### src/rtl/bp_me_pkg.sv
// rtl/bp_me_pkg.sv - shared constants, types and width helpers for the BedRock IO command arbiter
package bp_me_pkg;

  typedef enum logic [1:0] {
    e_bp_default_cfg = 2'd0,
    e_bp_small_cfg   = 2'd1
  } bp_params_e;

  // Largest requester count the arbiter supports, and the id width it needs
  localparam int max_num_req_lp    = 8;
  localparam int max_req_id_w_lp   = $clog2(max_num_req_lp);

  // Requester-id width; never collapses below one bit
  function automatic int req_id_width(input int num_req);
    return (num_req > 1) ? $clog2(num_req) : 1;
  endfunction

  // BedRock mem header width for a processor configuration
  function automatic int bp_mem_header_width(input bp_params_e cfg);
    case (cfg)
      e_bp_small_cfg: return 48;
      default:        return 64;
    endcase
  endfunction

endpackage

### src/rtl/bp_me_io_cmd_arb_rr.sv
// rtl/bp_me_io_cmd_arb_rr.sv - grant select with offer lock; BP_ME_IO_CMD_ARB_RR_EN selects round-robin
module bp_me_io_cmd_arb_rr
  import bp_me_pkg::*;
#(
  parameter  int num_req_p = 2,
  localparam int id_w_lp   = req_id_width(num_req_p)
) (
  input  logic                 clk_i,
  input  logic                 reset_n_i,
  input  logic [num_req_p-1:0] v_i,
  input  logic                 offer_i,
  input  logic                 accept_i,
  output logic [id_w_lp-1:0]   grant_id_o
);

  logic               lock_q, lock_d;
  logic [id_w_lp-1:0] lock_id_q, lock_id_d;
  logic [id_w_lp-1:0] pick;
  logic               handshake;

  assign handshake  = offer_i & accept_i;
  assign grant_id_o = lock_q ? lock_id_q : pick;

`ifdef BP_ME_IO_CMD_ARB_RR_EN
  logic [id_w_lp-1:0] ptr_q, ptr_d;

  // Rotating search: first valid requester at or after the pointer
  always_comb begin : p_pick
    int                 tmp;
    logic [id_w_lp-1:0] idx;
    logic               found;
    pick  = ptr_q;
    found = 1'b0;
    for (int i = 0; i < num_req_p; i++) begin
      tmp = int'(ptr_q) + i;
      if (tmp >= num_req_p) tmp = tmp - num_req_p;
      idx = id_w_lp'(tmp);
      if (!found && v_i[idx]) begin
        pick  = idx;
        found = 1'b1;
      end
    end
  end

  // Pointer moves just past the requester that completed a handshake
  always_comb begin
    ptr_d = ptr_q;
    if (handshake) begin
      ptr_d = (grant_id_o == id_w_lp'(num_req_p - 1)) ? '0 : grant_id_o + id_w_lp'(1);
    end
  end

  // Round-robin pointer register
  always_ff @(posedge clk_i or negedge reset_n_i) begin
    if (!reset_n_i) ptr_q <= '0;
    else            ptr_q <= ptr_d;
  end
`else
  // Fixed priority: lowest-index valid requester wins
  always_comb begin : p_pick
    logic [id_w_lp-1:0] idx;
    pick = '0;
    for (int i = num_req_p - 1; i >= 0; i--) begin
      idx = id_w_lp'(i);
      if (v_i[idx]) pick = idx;
    end
  end
`endif

  // An offer left hanging pins the grant until it is taken downstream
  always_comb begin
    lock_d    = lock_q;
    lock_id_d = lock_id_q;
    if (handshake) begin
      lock_d = 1'b0;
    end else if (offer_i) begin
      lock_d    = 1'b1;
      lock_id_d = grant_id_o;
    end
  end

  // Lock flag and locked id registers
  always_ff @(posedge clk_i or negedge reset_n_i) begin
    if (!reset_n_i) begin
      lock_q    <= 1'b0;
      lock_id_q <= '0;
    end else begin
      lock_q    <= lock_d;
      lock_id_q <= lock_id_d;
    end
  end

endmodule

### src/rtl/bsg_fifo_1r1w_small.sv
// rtl/bsg_fifo_1r1w_small.sv - small one-read one-write FIFO with valid/ready push and yumi pop
module bsg_fifo_1r1w_small #(
  parameter int width_p = 8,
  parameter int els_p   = 8
) (
  input  logic               clk_i,
  input  logic               reset_n_i,
  input  logic               v_i,
  output logic               ready_o,
  input  logic [width_p-1:0] data_i,
  output logic               v_o,
  output logic [width_p-1:0] data_o,
  input  logic               yumi_i
);

  localparam int ptr_w_lp = (els_p > 1) ? $clog2(els_p) : 1;
  localparam int cnt_w_lp = $clog2(els_p + 1);

  logic [width_p-1:0]  mem_q [els_p];
  logic [ptr_w_lp-1:0] wptr_q, wptr_d;
  logic [ptr_w_lp-1:0] rptr_q, rptr_d;
  logic [cnt_w_lp-1:0] count_q, count_d;
  logic                push;
  logic                pop;

  // A full FIFO refuses pushes even when a pop happens the same cycle
  assign ready_o = (count_q != cnt_w_lp'(els_p));
  assign v_o     = (count_q != '0);
  assign push    = v_i & ready_o;
  assign pop     = yumi_i & v_o;
  assign data_o  = mem_q[rptr_q];

  // Pointer wrap and occupancy bookkeeping
  always_comb begin
    wptr_d  = wptr_q;
    rptr_d  = rptr_q;
    count_d = count_q;
    if (push) wptr_d = (wptr_q == ptr_w_lp'(els_p - 1)) ? '0 : wptr_q + ptr_w_lp'(1);
    if (pop)  rptr_d = (rptr_q == ptr_w_lp'(els_p - 1)) ? '0 : rptr_q + ptr_w_lp'(1);
    case ({push, pop})
      2'b10:   count_d = count_q + cnt_w_lp'(1);
      2'b01:   count_d = count_q - cnt_w_lp'(1);
      default: count_d = count_q;
    endcase
  end

  // Storage array; contents are don't-care until written
  always_ff @(posedge clk_i) begin
    if (push) mem_q[wptr_q] <= data_i;
  end

  // Control state, cleared asynchronously
  always_ff @(posedge clk_i or negedge reset_n_i) begin
    if (!reset_n_i) begin
      wptr_q  <= '0;
      rptr_q  <= '0;
      count_q <= '0;
    end else begin
      wptr_q  <= wptr_d;
      rptr_q  <= rptr_d;
      count_q <= count_d;
    end
  end

endmodule

### src/rtl/bp_me_io_cmd_arbiter.sv
// rtl/bp_me_io_cmd_arbiter.sv - N-to-1 IO command arbiter with in-order response return; BP_ME_IO_CMD_ARB_RR_EN enables round-robin
module bp_me_io_cmd_arbiter
  import bp_me_pkg::*;
#(
  parameter  bp_params_e bp_params_p       = e_bp_default_cfg,
  parameter  int         num_req_p         = 2,
  parameter  int         io_data_width_p   = 64,
  parameter  int         num_outstanding_p = 8,
  localparam int         mem_header_width_lp = bp_mem_header_width(bp_params_p)
) (
  input  logic                                   clk_i,
  input  logic                                   reset_n_i,
  input  logic [num_req_p*mem_header_width_lp-1:0] cmd_header_i,
  input  logic [num_req_p*io_data_width_p-1:0]   cmd_data_i,
  input  logic [num_req_p-1:0]                   cmd_v_i,
  output logic [num_req_p-1:0]                   cmd_ready_and_o,
  output logic [mem_header_width_lp-1:0]         resp_header_o,
  output logic [io_data_width_p-1:0]             resp_data_o,
  output logic [num_req_p-1:0]                   resp_v_o,
  input  logic [num_req_p-1:0]                   resp_ready_and_i,
  output logic [mem_header_width_lp-1:0]         io_cmd_header_o,
  output logic [io_data_width_p-1:0]             io_cmd_data_o,
  output logic                                   io_cmd_v_o,
  input  logic                                   io_cmd_ready_and_i,
  input  logic [mem_header_width_lp-1:0]         io_resp_header_i,
  input  logic [io_data_width_p-1:0]             io_resp_data_i,
  input  logic                                   io_resp_v_i,
  output logic                                   io_resp_ready_and_o
);

  localparam int hdr_w_lp = mem_header_width_lp;
  localparam int id_w_lp  = req_id_width(num_req_p);

  logic [id_w_lp-1:0] grant_id;
  logic [id_w_lp-1:0] head_id;
  logic               fifo_ready;
  logic               fifo_v;
  logic               full;
  logic               empty;
  logic               cmd_fire;
  logic               resp_fire;

  assign full  = ~fifo_ready;
  assign empty = ~fifo_v;

  // Command path: granted slice straight through; reset forces the offer low
  assign io_cmd_v_o      = reset_n_i & (|cmd_v_i) & ~full;
  assign io_cmd_header_o = cmd_header_i[grant_id*hdr_w_lp +: hdr_w_lp];
  assign io_cmd_data_o   = cmd_data_i[grant_id*io_data_width_p +: io_data_width_p];
  assign cmd_fire        = io_cmd_v_o & io_cmd_ready_and_i;

  // Only the granted requester sees the downstream ready
  always_comb begin
    cmd_ready_and_o           = '0;
    cmd_ready_and_o[grant_id] = reset_n_i & io_cmd_ready_and_i & ~full;
  end

  // Response path: payload is broadcast, valid steered to the oldest requester
  assign resp_header_o       = io_resp_header_i;
  assign resp_data_o         = io_resp_data_i;
  assign io_resp_ready_and_o = resp_ready_and_i[head_id] & ~empty;
  assign resp_fire           = io_resp_v_i & io_resp_ready_and_o;

  // Valid steering to the requester at the head of the order FIFO
  always_comb begin
    resp_v_o          = '0;
    resp_v_o[head_id] = io_resp_v_i & ~empty;
  end

  bp_me_io_cmd_arb_rr #(
    .num_req_p(num_req_p)
  ) u_arb (
    .clk_i     (clk_i),
    .reset_n_i (reset_n_i),
    .v_i       (cmd_v_i),
    .offer_i   (io_cmd_v_o),
    .accept_i  (io_cmd_ready_and_i),
    .grant_id_o(grant_id)
  );

  // Remembers who issued each in-flight command so responses return in order
  bsg_fifo_1r1w_small #(
    .width_p(id_w_lp),
    .els_p  (num_outstanding_p)
  ) u_order_fifo (
    .clk_i    (clk_i),
    .reset_n_i(reset_n_i),
    .v_i      (cmd_fire),
    .ready_o  (fifo_ready),
    .data_i   (grant_id),
    .v_o      (fifo_v),
    .data_o   (head_id),
    .yumi_i   (resp_fire)
  );

  // A response with nothing outstanding has no requester to go to
  a_no_unmatched_resp: assert property (@(posedge clk_i) disable iff (!reset_n_i) !(io_resp_v_i && empty));

endmodule

### config.mk
export PLATFORM = sky130hd
export DESIGN_NAME = bp_me_io_cmd_arbiter
export DESIGN_NICKNAME = d
export VERILOG_FILES = /design/src/rtl/bp_me_pkg.sv /design/src/rtl/bp_me_io_cmd_arb_rr.sv /design/src/rtl/bsg_fifo_1r1w_small.sv /design/src/rtl/bp_me_io_cmd_arbiter.sv
export SDC_FILE = /design/constraint.sdc
export NUM_CORES = 1
export LEC_CHECK = 0
export BUFFER_PORTS_ARGS = -buffer_cell sky130_fd_sc_hd__buf_2
export CAP_MARGIN = 20
export CORE_AREA = 2 2 256 258
export DETAILED_ROUTE_END_ITERATION = 10
export DIE_AREA = 0 0 258 260
export GPL_TIMING_DRIVEN = 0
export MAX_ROUTING_LAYER = met4
export PLACE_DENSITY_LB_ADDON = 0.1
export SKIP_CTS_REPAIR_TIMING = 1
export SYNTH_ARGS = -nofsm -noshare
export SYNTH_HDL_FRONTEND = slang
export SYNTH_SLANG_ARGS = --single-unit
### constraint.sdc
create_clock -name clk_i -period 5.9 [get_ports clk_i]
set_clock_uncertainty 0.1 [all_clocks]
set_input_delay 0.59 -clock clk_i [delete_from_list [all_inputs] [get_ports clk_i]]
set_output_delay 0.59 -clock clk_i [all_outputs]
set_load 0.02 [all_outputs]
Word level (Yosys, flattened, before mapping). Memory sizes are Yosys's and may differ from the RTL's. Index checks and enable logic that the tools add are counted.

Bits in registers: 12. RAM bits: 8. Input port bits: 392. Output and inout port bits: 262. Logic and storage cells: 57. Memories: 1.

$add $sub $neg: 4. $lt $le $gt $ge: 4. Equal/unequal tests: 5. Shift-type cells: 2. Multiplexer cells: 16. Bitwise gates (word level): 13. Reduce and logical (&&, ||, !) cells: 7.

Memory list: u_order_fifo.mem_q (depth 8, width 1, rd ports 1, clocked after Yosys merged registers in 0, wr ports 1, RTL line bsg_fifo_1r1w_small.sv:19) `logic [width_p-1:0] mem_q [els_p];`.

Operator list (number): variable part select 128 x 8 -> 64 bit (2); 2-to-1 mux 1 bit (11); bitwise AND 1 bit (10); case mux 4 bit (2 select lines) (1); adder 3 x 1 -> 3 bit (second input constant) (2); == test 3 bit (second input constant) (2); 2-to-1 mux 3 bit (2); adder 4 x 1 -> 4 bit (second input constant) (1); bitwise AND 2 bit (2); less-than comparator 1 x 2 -> 1 bit (second input constant) (2); inequality test 4 bit (second input constant) (1); nonzero test 2 bit (2); nonzero test 4 bit (1); subtractor 4 x 1 -> 4 bit (second input constant) (1); demux 1 bit (select 1 bit) (2); == test 2 x 1 -> 1 bit (second input constant) (1); == test 2 bit (second input constant) (1); greater-or-equal comparator 1 bit (second input constant) (2); logical AND 1 bit (2); AND reduction 2 bit (1); OR reduction 2 bit (1); NOT 1 bit (1).

Logic depth before layout (Yosys ltp). Gate-level depths: netlist of the first run.

Depth in word-level cells: 8. Depth in mapped cells: 11.

Modules after synthesis. Synthesis of the first run repeated with hierarchy kept, for this count alone.

Cells, all modules: 371. Area, all modules: 3736.1 sq um.

Modules (own cells, without submodules): bp_me_io_cmd_arbiter (times used 1, cells an instance 282, area each 2603.7 sq um); bsg_fifo_1r1w_small (times used 1, cells an instance 79, area each 1027.2 sq um); bp_me_io_cmd_arb_rr (times used 1, cells an instance 10, area each 105.1 sq um).

Worst setup path before layout of the first run. No wires, ideal clock.

Path type: register to register. From: register u_order_fifo.rptr_q[0]. To: register u_order_fifo.count_q[3]. Arrival: 2718 ps. Slack: 2957 ps. Cell stages (with the launch flop): 12. Path buffers: 0. Clock period less this slack: 2943 ps. Cell sequence: dfrtp_1 > mux4_1 > mux2i_2 > mux2i_1 > nor2_4 > ha_1 > ha_1 > a21o_1 > a21oi_1 > xnor2_1 > nor2_1 > xor2_1.

Longest elaborated chain between the ends: 8. Elaborated cells between the ends (all ways): 10. Those cells by class: eq/ne (2); mux (3); bitwise (3); reduce/logical (1); memory (1).

Ends and longest elaborated chain: start, declared (RTL line bsg_fifo_1r1w_small.sv:21) `logic [ptr_w_lp-1:0] rptr_q, rptr_d;`; start signal, assigned (RTL line bsg_fifo_1r1w_small.sv:60) `rptr_q <= rptr_d;`; memory read (8 x 1 bit) *; 2-to-1 mux 1 bit (implied by the code) * (2 in a row) (RTL line bp_me_io_cmd_arbiter.sv:61) `assign io_resp_ready_and_o = resp_ready_and_i[head_id] & ~empty;`; bitwise AND 1 bit * (RTL line bp_me_io_cmd_arbiter.sv:61); bitwise AND 1 bit * (RTL line bp_me_io_cmd_arbiter.sv:62) `assign resp_fire = io_resp_v_i & io_resp_ready_and_o;`; bitwise AND 1 bit * (RTL line bsg_fifo_1r1w_small.sv:30) `assign pop = yumi_i & v_o;`; named net u_order_fifo.pop (RTL line bsg_fifo_1r1w_small.sv:24) `logic pop;`; == test 2 x 1 -> 1 bit or == test 2 bit (tied branches) (RTL line bsg_fifo_1r1w_small.sv:40) `case ({push, pop})`; case mux 4 bit (2 select lines) or nonzero test 2 bit (tied branches); end signal, assigned (RTL line bsg_fifo_1r1w_small.sv:61) `count_q <= count_d;`; end, declared (RTL line bsg_fifo_1r1w_small.sv:22) `logic [cnt_w_lp-1:0] count_q, count_d;`.

Mark *: on every way through the listed nets, which the timed path passes. The rest lies on a longest branch. The select of a mux whose other input is x is not followed. A chain may end at the register's enable or synchronous reset.

Worst setup path in the final report of the first run.
From: input port cmd_v_i[0]. To: output port io_cmd_header_o[3].

Longest elaborated chain between the ends: 3.

Ends and longest elaborated chain: start, declared (RTL line bp_me_io_cmd_arbiter.sv:15) `input logic [num_req_p-1:0] cmd_v_i,`; 2-to-1 mux 1 bit (RTL line bp_me_io_cmd_arb_rr.sv:65) `if (v_i[idx]) pick = idx;`; 2-to-1 mux 1 bit (RTL line bp_me_io_cmd_arb_rr.sv:22) `assign grant_id_o = lock_q ? lock_id_q : pick;`; variable part select 128 x 8 -> 64 bit (RTL line bp_me_io_cmd_arbiter.sv:48) `assign io_cmd_header_o = cmd_header_i[grant_id*hdr_w_lp +: hdr_w_lp];`; end, declared (RTL line bp_me_io_cmd_arbiter.sv:21) `output logic [mem_header_width_lp-1:0] io_cmd_header_o,`.

Every way passes these cells.

==> summary.txt, run 1 <==
GRT
  • Number of global-route vias before repair: 4728
  • Gr ovfl total: 0
  • Total GRT Usage: 7.12%
  • First-pass GRT wire length: 34000 um
  • Initial antenna violation count: 4
  • Largest net degree at the start of global routing: 18

Logic synthesis
  • Post-synth cell types: 32
  • Ys flop type: dfrtp_1
  • EDFF count, synth: 8
  • Share of the yosys chip area belonging to registers: 15.3%
  • Cell Area, Synth: 3530 um^2
  • Synth Register Bits: 20
  • Mapped Nets: 758
  • YS warnings: 0
  • Avg Cell Area, Syn: 9.86 um^2
  • Mapped Cells: 358
  • Synth async-reset ratio: 60.0%

Cells and area
  • Commonest cells after routing, fill and taps aside: buf_2, mux2_2, buf_4, nor2_1, dfrtp_1
  • Area Growth Syn to Fin: 107%
  • Layout cells sized above 1: 90.4%
  • # nets final: 1288
  • Multi-input logic area: 1940 um^2
  • Core Util, Final: 11.4%
  • Layout fillers: 7507
  • Register area: 541 um^2
  • Most common cell after layout, fill and taps aside: buf_2
  • Post-route cell area: 7310 um^2

Floorplan
  • Die height: 260 um
  • # IOs: 654
  • Core Box Area: 64100 um^2
  • Die ar.: 67100 um^2
  • Initial Util: 5.51%
  • Die Wd: 258 um
  • Rows: 93

Power and ir drop
  • Comb power frac: 78.9%
  • Power per Cell Area: 254 nW/um^2
  • Worst vdd ir: 0.0869 mV
  • Overall power: 1.86 mW
  • Sw power: 937 uW
  • Power Internal: 923 uW
  • Clk network pwr share: 7.8%
  • Static Leak: 3.73 nW
  • Sw frac: 50.4%
  • Flop pwr share: 13.3%

Timing
  • Slew headroom: 33.8%
  • Worst slew pin tran: 0.993 ns
  • Final setup fails: 0
  • Hold WS: 0.150 ns
  • Post-route setup TNS: 0 ns
  • Endpoints failing hold: 0
  • Fin crit share: 59.6%
  • Slew Limit Fails: 0
  • Post-route minimum period: 3.52 ns
  • Fmax: 0.284 GHz
  • RSZ-0062 raised after global routing: no

Placed design
  • Hpwl dp: 24200 um
  • IO buf count: 525
  • Gp weighted congestion: 0.782
  • Dpl cell area: 7230 um^2

Route
  • Via Count: 4459
  • Post-DR wirelength/cell: 14.8 um
  • Drt first-iter violations: 83
  • DRC: 0
  • 1st-pass router iterations: 4
  • Via density per instance: 2.56
  • Detail Route Antenna Nets: 0
  • Final wirelength: 25800 um

CTS
  • CTS clk-pin slew, worst paths: 0.06 ns
  • Clock Path Buffers: 2
  • H-tree depth: 1
  • CTS Buf Count: 3
  • Worst-skew pair later-pin latency: 0.25 ns
  • CTS Root Cell: clkbuf_16
  • CTS tree: built
  • Clock sinks: 20

Worst setup path
  • CP cell instances: buf_2 -> nand2b_1 -> o21a_1 -> inv_1 -> clkbuf_1 -> buf_2 -> mux2_2 -> buf_2
  • Startpoint types: input port
  • Crit path buffers/inverters: 5
  • CP max-delay cell: clkbuf_1
  • Max FO, Critical Path: 10
  • CP endpoint kind: output pin
  • Crit path top cell by count: buf_2
  • Largest delay share family, worst path: buffers and inverters
  • Req. time, crit path: 5.21 ns
  • Worst path arrival time: 2.83 ns
  • CP peak stage delay: 0.52 ns
  • Setup Crit Path Kind: input port to output pin

Run status
  • Outcome: finished, final reports clean

Job
  • Max cap viols: 0

Worst hold path
  • Hold crit path type: input port to asynchronous set/reset pin
## power by group through the flow
stage                     combinational [mW]  clock, mW  sequential (mW)
after floorplan                        0.970          0            0.235
after global placement                  1.52          0            0.255
after detailed placement                1.51          0            0.252
after CTS                               1.51      0.152            0.249
after global routing                    1.58      0.157            0.258
final                                   1.47      0.145            0.247
## flip-flops by register name (all words and copies together), names as in the netlist
register / cells
u_arb.lock_id_q: 1
u_arb.lock_q: 1
u_order_fifo.count_q: 4
u_order_fifo.mem_q: 8
u_order_fifo.rptr_q: 3
u_order_fifo.wptr_q: 3
## stage by stage
step	setup WS [ns]	std cells
2_1_floorplan	2.96	358
3_3_place_gp	2.15	1738
3_5_place_dp	2.16	1738
4_1_cts	2.15	1742
5_1_grt	2.10	1744
6_report	2.38	1745
## cell type report
| type | count | area share, % |
|---|---|---|
| timing repair buffer | 525 | 35.9 |
| sequential | 20 | 7.39 |
| clock inverter | 1 | 0.0513 |
| antenna | 3 | 0.103 |
| multi-input combinational | 190 | 26.5 |
| clock buffer | 3 | 1.03 |
| tap | 855 | 14.6 |
| buffer | 142 | 14.0 |
| inverter | 6 | 0.308 |
## per-layer routing
layer	vias up	wire length (um)	global-route usage, %
met5	-	0	-
li1	2174	-	-
met3	8	1570	1.31
met4	0	108	0.514
met1	2030	9750	7.99
met2	247	14400	13.6
## Yosys cell counts (2+ instances only)
library cell / number / share of area (%)
xor2_1: 2 / 0.50
mux2i_1: 2 / 0.57
ha_1: 7 / 2.5
a21oi_1: 2 / 0.28
inv_1: 6 / 0.64
nor3_1: 3 / 0.43
mux2_2: 130 / 41
mux2_1: 3 / 0.96
buf_2: 10 / 1.4
a21o_1: 3 / 0.64
nor2_1: 14 / 1.5
nand2b_1: 5 / 0.89
clkbuf_1: 4 / 0.43
xnor2_1: 2 / 0.50
edfxtp_1: 8 / 6.8
dfrtp_1: 12 / 8.5
buf_4: 128 / 27
nand2_1: 3 / 0.32
## worst reg2reg max path, cell delays in order, from the launching register on
cell	delay, ns
dfrtp_1	0.45
mux4_1	0.61
mux2i_2	0.26
mux2i_1	0.36
nor2_4	0.09
ha_1	0.25
ha_1	0.27
a21o_1	0.17
a21oi_1	0.16
xnor2_1	0.13
nor2_1	0.06
xor2_1	0.14
## kinds of logic (layout without fill, tap and decap cells)
family	Yosys count	count (layout)	share of synthesized area (%)
DFF	20	20	15.3
other	0	3	0
muxes	138	138	44.8
and+or+nand+nor	31	31	4.39
xor gates and xnor gates	4	4	0.992
adders and majority gates	8	8	3.05
AOI/OAI and AO/OA	9	9	1.81
buffers and inverters	148	677	29.7
## final timing paths
check                                                         start                             endpoint  slack [ns]  cells after the start
worst max-delay path                                     cmd_v_i[0]                   io_cmd_header_o[3]        2.38                      8
max in group asynchronous                                 reset_n_i   u_order_fifo.wptr_q[1]$_DFFE_PN0P_        5.27                      1
worst min-delay path                                      reset_n_i  u_order_fifo.count_q[3]$_DFFE_PN0P_        0.15                      1
worst min register to register  u_order_fifo.count_q[3]$_DFFE_PN0P_  u_order_fifo.count_q[3]$_DFFE_PN0P_        0.41                      1
worst max register to register   u_order_fifo.rptr_q[0]$_DFFE_PN0P_  u_order_fifo.count_q[3]$_DFFE_PN0P_        2.73                     11
min in group clk_i              u_order_fifo.count_q[3]$_DFFE_PN0P_  u_order_fifo.count_q[3]$_DFFE_PN0P_        0.41                      1
No activity file was read; power rests on OpenSTA's default activity.
==> run 2, diff against run 1 <==
CORE_AREA = 2 2 258 260   (was 2 2 256 258)
DIE_AREA = 0 0 260 262   (was 0 0 258 260)
clock period = 3.6 ns   (was 5.9 ns; I/O delays follow)
==> run 2 against run 1 <==
Via count increased by 0.20%. Power increased by 78%. Worst hold slack improved by 0.17 ns. Sequential power increased by 66%. Worst setup slack got worse by 2.0 ns. Critical path type is now register to output pin. Largest power group unchanged. Clock power increased by 120%.
==> summary.txt, run 2 (same netlist as run 1, synthesis figures left out) <==
Power and ir drop
  • Power per Cell Area: 447 nW/um^2 (+76%)
  • Sw frac: 51.7% (+1.3 points)
  • Comb power frac: 78.0% (-0.9 points)
  • Worst vdd ir: 0.120 mV (+38%)
  • Flop pwr share: 12.4% (-0.9 points)
  • Sw power: 1.71 mW (+82%)
  • Power Internal: 1.60 mW (+73%)
  • Static Leak: 3.75 nW (+0.61%)
  • Clk network pwr share: 9.6% (+1.8 points)

Route
  • DRC: 0 (unchanged)
  • 1st-pass router iterations: 4 (unchanged)
  • Detail Route Antenna Nets: 0 (unchanged)
  • Post-DR wirelength/cell: 18.3 um (+23%)
  • Final wirelength: 32100 um (+24%)
  • Drt first-iter violations: 87 (+4.8%)
  • Via density per instance: 2.54 (-0.65%)
  • Via Count: 4468 (+0.20%)

Cells and area
  • Multi-input logic area: 1940 um^2 (unchanged)
  • Layout cells sized above 1: 90.4% (about the same)
  • Top flop regs: u_order_fifo.mem_q (8), u_order_fifo.count_q (4)
  • Commonest cells after routing, fill and taps aside: buf_2, mux2_2, buf_4, nor2_1, dfrtp_1
  • Area Growth Syn to Fin: 109%
  • Register area: 541 um^2 (unchanged)
  • Largest register FFs: 8 (unchanged)
  • Top reg by flops: u_order_fifo.mem_q
  • Layout fillers: 7694 (+2.5%)
  • Most common cell after layout, fill and taps aside: buf_2
  • # nets final: 1290 (+0.16%)
  • Final Instance Count excl. Fillers: 1760 (+0.86%)

Worst hold path
  • Hold crit path type: input port to register
  • Min-delay src: io_cmd_ready_and_i

Timing
  • Slew Limit Fails: 0 (unchanged)
  • Worst slew pin tran: 0.658 ns (-0.335 ns)
  • Post-route minimum period: 3.25 ns
  • RSZ-0062 raised after global routing: no
  • Final setup fails: 0 (unchanged)
  • Fin crit share: 90.3%
  • Slew headroom: 56.1% (+22 points)
  • Fmax: 0.307 GHz
  • Post-route setup TNS: 0 ns (unchanged)
  • Endpoints failing hold: 0 (unchanged)

Placed design
  • Hpwl dp: 30200 um (+25%)
  • Gp weighted congestion: 0.759 (-2.9%)
  • IO buf count: 525 (unchanged)
  • Placed Cells: 1748 (+0.58%)

Worst setup path
  • Worst path arrival time: 2.79 ns (-0.04 ns)
  • Worst reg2reg startpoint: u_order_fifo.rptr_q[0]$_DFFE_PN0P_
  • Req. time, crit path: 3.14 ns (-2.07 ns)
  • Max FO, Critical Path: 10 (unchanged)
  • Startpoint types: register
  • CP endpoint kind: output pin
  • Setup Crit Path Kind: register to output pin
  • Setup crit start: u_arb.lock_q$_DFFE_PN0P_
  • R2R setup slack: 0.40 ns (-2.33 ns)

GRT
  • Number of global-route vias before repair: 4693 (-0.74%)
  • First-pass GRT wire length: 39800 um (+17%)
  • Initial antenna violation count: 11 (+7)
  • Largest net degree at the start of global routing: 15 (-3)
  • Total GRT Usage: 8.77% (+1.6 points)
  • Gr ovfl total: 0 (unchanged)

CTS
  • Clock Path Buffers: 2 (unchanged)
  • CTS tree: built
  • Worst-skew pair later-pin latency: 0.26 ns (about the same)
  • CTS Buf Count: 3 (unchanged)
  • H-tree depth: 1 (unchanged)
  • CTS Root Cell: clkbuf_16
  • CTS clk-pin slew, worst paths: 0.06 ns (about the same)
  • Clock sinks: 20 (unchanged)

Floorplan
  • Die height: 262 um (+0.77%)
  • Initial Util: 5.41% (-0.098 points)
  • Die ar.: 68100 um^2 (+1.6%)
  • Rows: 94 (+1.1%)
  • Die Wd: 260 um (+0.78%)
  • Core Box Area: 65300 um^2 (+1.8%)
  • # IOs: 654 (unchanged)

Run status
  • Outcome: finished, final reports clean

Job
  • Max cap viols: 0 (unchanged)
-- run 2: cell types whose count changed in the layout (fill, tap and decap cells not counted), sizes merged --
| cell | before | now |
|---|---|---|
| bufinv | 0 | 1 |
| diode | 3 | 7 |
| clkinv | 1 | 0 |
| buf | 663 | 664 |
| dlygate4sd3 | 0 | 1 |
-- run 2: layer usage --
metal | wire, um | GRT usage (%) | share of wire, %
met1 | 11200 | 9.08 | 35
met5 | 0 | - | 0
met3 | 2950 | 3.39 | 9.2
met2 | 17500 | 16.0 | 55
met4 | 401 | 1.17 | 1.2
-- run 2: through the flow --
stage	setup slack (ns)	cell area, um^2	hold WS (ns)	power, mW	util, %
after floorplan	0.657	3530	-0.0356	1.97	-
after global placement	0.164	7240	0.202	3.08	11.1
after detailed placement	0.192	7250	0.203	3.08	11.1
after CTS	0.125	7360	-0.0760	3.42	11.3
after global routing	0.0829	7380	0.373	3.54	11.3
final	0.348	7380	0.321	3.30	11.3
-- run 2: area by class of cell --
type | instances | share of cell area (%)
diodes | 7 | 0.237
plain buffers | 142 | 13.9
clock buffers | 3 | 1.02
clock inverters | 1 | 0.407
inverters | 6 | 0.305
multi-input cells | 190 | 26.3
flip-flops and latches | 20 | 7.32
well taps | 864 | 14.6
repair buffers | 527 | 35.9
-- run 2: power by group through the flow --
stage               clock network (mW)  registers, mW  logic [mW]
finish                           0.317          0.409        2.58
global route                     0.336          0.425        2.78
CTS                              0.325          0.412        2.68
detailed placement                   0          0.416        2.67
global placement                     0          0.418        2.66
floorplan                            0          0.384        1.59
-- run 2: worst paths after layout --
kind	endpoint	cells past startpoint
hold reg to reg	u_order_fifo.count_q[3]$_DFFE_PN0P_	1
hold / removal	u_arb.lock_id_q$_DFFE_PN0P_	4
min in group asynchronous	u_order_fifo.rptr_q[0]$_DFFE_PN0P_	2
setup reg to reg	u_order_fifo.count_q[3]$_DFFE_PN0P_	11
setup / recovery	io_cmd_header_o[56]	6
max in group asynchronous	u_arb.lock_q$_DFFE_PN0P_	2
-- run 2: worst max-delay path, stage by stage (launching register included) --
cell      delay, ns
dfrtp_1        0.39
o21a_1         0.24
inv_1          0.28
clkbuf_1       0.55
buf_2          0.44
mux2_2         0.44
buf_2          0.19
